[config.mk]
export PLATFORM = sky130hd
export DESIGN_NAME = cpu_instrmem_loader
export DESIGN_NICKNAME = d
export VERILOG_FILES = /design/src/rtl/cpu_instrmem_loader.sv
export SDC_FILE = /design/constraint.sdc
export NUM_CORES = 1
export LEC_CHECK = 0
export ABC_AREA = 1
export CAP_MARGIN = 10
export CORE_MARGIN = 2
export CORE_UTILIZATION = 40
export DETAILED_ROUTE_END_ITERATION = 16
export HOLD_SLACK_MARGIN = 0.05
export PLACE_DENSITY = 0.68
export REMOVE_ABC_BUFFERS = 1
export SKIP_CTS_REPAIR_TIMING = 1
export SYNTH_ARGS = -nofsm -noshare
export SYNTH_HDL_FRONTEND = slang
export SYNTH_SLANG_ARGS = --single-unit
[constraint.sdc]
create_clock -name clk -period 1.99 [get_ports clk]
set_input_delay 0.398 -clock clk [delete_from_list [all_inputs] [get_ports clk]]
set_output_delay 0.398 -clock clk [all_outputs]
set_load 0.05 [all_outputs]
[src/rtl/cpu_instrmem_loader.sv]
`default_nettype none
// ==========================================================================
// cpu_instrmem_loader : writes 64-bit program beats into instruction memory
// as little-endian 32-bit words and holds the CPU in reset until complete.
// Rev 1.0
// ==========================================================================
module cpu_instrmem_loader #(
  parameter int MEM_BYTES = 65536,
  parameter int ADDR_W    = 16
) (
  input  logic              clk,
  input  logic              rst_n,
  input  logic              start,
  input  logic              abort,
  input  logic [ADDR_W-1:0] base_addr,
  input  logic [ADDR_W-2:0] word_count,
  input  logic [63:0]       in_data,
  input  logic              in_valid,
  output logic              in_ready,
  output logic [ADDR_W-1:0] mem_addr,
  output logic              mem_wrt_en,
  output logic [31:0]       mem_wrt_data,
  output logic              mem_sel,
  output logic              cpu_rst_n,
  output logic              busy,
  output logic              done,
  output logic              err
);

  localparam logic [2:0] S_IDLE  = 3'd0;
  localparam logic [2:0] S_FILL  = 3'd1;
  localparam logic [2:0] S_WR_LO = 3'd2;
  localparam logic [2:0] S_WR_HI = 3'd3;
  localparam logic [2:0] S_DONE  = 3'd4;
  localparam logic [2:0] S_ERR   = 3'd5;

  localparam logic [ADDR_W+1:0] MEM_END   = (ADDR_W+2)'(MEM_BYTES);
  localparam logic [ADDR_W-1:0] ADDR_STEP = ADDR_W'(4);
  localparam logic [ADDR_W-2:0] REM_ONE   = (ADDR_W-1)'(1);

  logic [2:0]        state, state_nxt;
  logic [ADDR_W-1:0] addr, addr_nxt;
  logic [ADDR_W-2:0] rem, rem_nxt;
  logic [63:0]       beat, beat_nxt;
  logic [ADDR_W-1:0] base_aligned;
  logic [ADDR_W+1:0] end_byte;
  logic              busy_nxt;
  logic              unused_lsbs;

  assign base_aligned = {base_addr[ADDR_W-1:2], 2'b00};
  assign unused_lsbs  = ^base_addr[1:0];
  // Two spare bits keep the end-of-image sum from wrapping for any count.
  assign end_byte     = {2'b00, base_aligned} + {1'b0, word_count, 2'b00};

  always_comb begin
    state_nxt = state;
    addr_nxt  = addr;
    rem_nxt   = rem;
    beat_nxt  = beat;
    case (state)
      S_IDLE, S_DONE, S_ERR: begin
        if (start) begin
          addr_nxt = base_aligned;
          rem_nxt  = word_count;
          if (end_byte > MEM_END)
            state_nxt = S_ERR;
          else if (word_count == '0)
            state_nxt = S_DONE;
          else
            state_nxt = S_FILL;
        end
      end
      S_FILL: begin
        if (abort) begin
          state_nxt = S_IDLE;
        end else if (in_valid && in_ready) begin
          beat_nxt  = in_data;
          state_nxt = S_WR_LO;
        end
      end
      S_WR_LO, S_WR_HI: begin
        // The word on the port this cycle lands regardless of abort.
        rem_nxt = rem - REM_ONE;
        if (rem != REM_ONE)
          addr_nxt = addr + ADDR_STEP;
        if (abort)
          state_nxt = S_IDLE;
        else if (rem == REM_ONE)
          state_nxt = S_DONE;
        else if (state == S_WR_LO)
          state_nxt = S_WR_HI;
        else
          state_nxt = S_FILL;
      end
      default: state_nxt = S_IDLE;
    endcase
  end

  assign busy_nxt = (state_nxt == S_FILL) || (state_nxt == S_WR_LO) ||
                    (state_nxt == S_WR_HI);

  always_ff @(posedge clk or negedge rst_n) begin
    if (!rst_n) begin
      state        <= S_IDLE;
      addr         <= '0;
      rem          <= '0;
      beat         <= '0;
      in_ready     <= 1'b0;
      mem_wrt_en   <= 1'b0;
      mem_wrt_data <= '0;
      mem_sel      <= 1'b0;
      cpu_rst_n    <= 1'b0;
      busy         <= 1'b0;
      done         <= 1'b0;
      err          <= 1'b0;
    end else begin
      state      <= state_nxt;
      addr       <= addr_nxt;
      rem        <= rem_nxt;
      beat       <= beat_nxt;
      in_ready   <= (state_nxt == S_FILL);
      mem_wrt_en <= (state_nxt == S_WR_LO) || (state_nxt == S_WR_HI);
      if (state_nxt == S_WR_LO)
        mem_wrt_data <= beat_nxt[31:0];
      else if (state_nxt == S_WR_HI)
        mem_wrt_data <= beat_nxt[63:32];
      mem_sel    <= busy_nxt;
      busy       <= busy_nxt;
      cpu_rst_n  <= (state_nxt == S_DONE);
      done       <= (state_nxt == S_DONE);
      err        <= (state_nxt == S_ERR);
    end
  end

  assign mem_addr = addr;

endmodule
`default_nettype wire

==> results.json <==
{
  "yosysTopAreaCell": "dfrtp_1",
  "synth.most_common_cell": "nand2_1",
  "use_met2_pct": 34.7,
  "hold_viol_final": 0,
  "setup_slack_ns": -0.0990,
  "fillers": 1266,
  "cpPeakStageDelay_ns": 0.33,
  "path_delay_family": "simple AND/OR/NAND/NOR gates",
  "hp-class": "in2reg",
  "initial_core_util_pct": 40.4,
  "required_ns": 2.23,
  "io_buffers": 150,
  "setup.worst_path.end_class": "flip-flop",
  "h-tree-depth": 3,
  "drv_cap": 0,
  "area_growth_pct": 51.1,
  "gp_congestion": 0.935,
  "diodes": 0,
  "vias_per_cell": 4.92,
  "synth_ff_type": "dfrtp_1",
  "cp_data_arrival_time_ns": 2.33,
  "grt_usage_pct": 21.6,
  "met3_usage_pct": 5.67,
  "violations": "setup timing",
  "cts_buffers": 9,
  "ys_top_cells_by_count": "nand2_1, dfrtp_1, nor2_1",
  "nets": 1120,
  "syn_avg_cell_area_um2": 7.33,
  "grt_max_degree": 52,
  "crit_fanout": 5,
  "root_buffer": "clkbuf_16",
  "ir_worst_vdd_uv": 1030,
  "total_power_mw": 11.6,
  "crit_top_cell": "nand2_2",
  "grt.busiest_layer": "met2",
  "drive_gt1_share_pct": 20.4,
  "finalCritPeriodShare_pct": 105,
  "route.detailed.wl_per_inst_um": 14.3,
  "ant_nets": 0,
  "status": "finished with violations",
  "clkTransAtPathRegs_ns": 0.07,
  "ys_top_cells_by_area": "dfrtp_1, nand2_1, nor2_1",
  "slew_headroom_pct": 63.3,
  "clockBufferDepth": 2,
  "start_kind": "primary input",
  "drcViolationCount": 0,
  "synth_top_area_share_pct": 43.5,
  "core_area_um2": 14400,
  "syn_area_um2": 5810,
  "power.leakage_nw": 4.41,
  "fp.dieH_um": 125,
  "clock-sinks": 101,
  "grt_pass1_wl_um": 27400,
  "grt_pass1_vias": 5649,
  "final_max_slew_viol_count": 0,
  "use_met1_pct": 29.4,
  "rsz0062_at_grt": "true",
  "firstDrtPassIters": 4,
  "cts_tree": "yes",
  "ys_warn_count": 0,
  "r2r_slack_ns": 0.17,
  "fmaxAchievable_mhz": 479,
  "dieArea_um2": 15500,
  "finalSetupViolations": 6,
  "cp_slowest_cell": "ha_4",
  "synthArstFlopShare_pct": 100,
  "num_vias": 5860,
  "synth_edf_count": 0,
  "layout_min_cycle_time_ns": 2.09,
  "path_class": "in2reg",
  "grt_overflow_total": 0,
  "tightest_slew_ns": 0.550,
  "drt_iter0_markers": 255,
  "cp_num_buf_inv": 1,
  "dp_hpwl_um": 12500,
  "fin_skew_ns": 0.00725,
  "pwr_density_cell_nw_per_um2": 1320,
  "synth_cells": 793,
  "die_w_um": 125,
  "dp_slack_ns": -0.870,
  "routed_wl_um": 17100,
  "crit_path_cell_trace": "dlymetal6s2s_1 > ha_4 > nand2_1 > nor2_2 > nand2_1 > nand3_2 > nand2_1 > a21oi_2 > nand2_1 > nor2_2 > nand3_1 > nand2_2 > nand2_2 > nand2_2 > nand2_2 > nand2_2 > nor2_1",
  "ys_ff_latch": 101,
  "yosysUniqueCellTypes": 42,
  "io-pin-count": 155,
  "antenna_found_initial": 0,
  "worst_skew_pair.late_latency_ns": 0.35,
  "rows": 44,
  "ys_seq_area_share_pct": 43.5
}
## logic make-up after synthesis
kind of cell,share of synthesized area (%)
and+or+nand+nor,31.1
adders and majority gates,4.01
DFF,43.5
xor gates and xnor gates,1.66
AOI/OAI and AO/OA,11.9
other,0.0646
buffers and inverters,7.69
## flip-flops by register name (all words and copies together) (netlist names), 3 cells and up
register      count
mem_wrt_data     32
mem_addr         14
state             3
beat             32
rem              15
## final cells by class
| cell class | count | area [um^2] | area share, % |
|---|---|---|---|
| multi-input combinational | 579 | 3210 | 36.6 |
| timing repair buffer | 228 | 2210 | 25.2 |
| inverter | 83 | 312 | 3.55 |
| sequential | 101 | 2530 | 28.8 |
| tap | 184 | 230 | 2.62 |
| clock buffer | 9 | 225 | 2.57 |
| clock inverter | 7 | 62.6 | 0.713 |
## worst paths after layout
kind                              startpoint          end  cells past startpoint
worst max-delay path            base_addr[5]     in_ready                     17
min in group asynchronous              rst_n       rem[9]                      2
worst min-delay path            base_addr[6]  mem_addr[6]                      3
max in group asynchronous              rst_n  mem_addr[7]                      3
worst min register to register      beat[37]     beat[37]                      2
worst max register to register        rem[2]         busy                     10
## placed cells by master (no fill, tap or decap), types with 28 or more instances in the layout
master / netlist / routed
nand2_1: 265 / 243
inv_1: 79 / 79
nor2_1: 84 / 73
a31oi_1: 33 / 33
o21ai_0: 33 / 33
clkdlybuf4s50_1: 0 / 100
dfrtp_1: 101 / 101
nand2_2: 7 / 28
dlymetal6s2s_1: 0 / 34
buf_4: 4 / 81
## layer usage
| metal | wire length [um] | part of all wire (%) | up-vias |
|---|---|---|---|
| li1 | - | - | 2964 |
| met1 | 7740 | 45 | 2685 |
| met2 | 7990 | 47 | 191 |
| met3 | 1060 | 6.2 | 20 |
| met4 | 282 | 1.7 | 0 |
| met5 | 0 | 0 | - |
## where the power goes
group	internal, mW	switching [mW]
Clock	0.868	0.828
Sequential	3.06	0.590
Combinational	2.23	4.02
Total	6.16	5.44
## worst reg2reg max path: stages, from the launching register on
cell     delay [ns]
dfrtp_1        0.41
nor2_1         0.18
nand3_1        0.16
nor3_4         0.25
nor2_1         0.08
nand3_1        0.10
nand2_2        0.12
inv_1          0.20
nand3_2        0.11
nand2_1        0.07
inv_1          0.03
## per-stage QoR
stage	setup TNS, ns	utilization [%]	cell area (um^2)	cells	hold WS [ns]
3_5_place_dp	-5.01	55.7	8000	1169	0.276
3_3_place_gp	-4.49	55.7	8000	1169	0.277
6_report	-0.420	61.1	8780	1191	0.433
2_1_floorplan	-47.33	-	5680	763	0.102
4_1_cts	-2.82	57.7	8290	1185	-0.105
5_1_grt	-1.17	61.1	8780	1191	0.453
No activity file was read; power rests on OpenSTA's default activity.
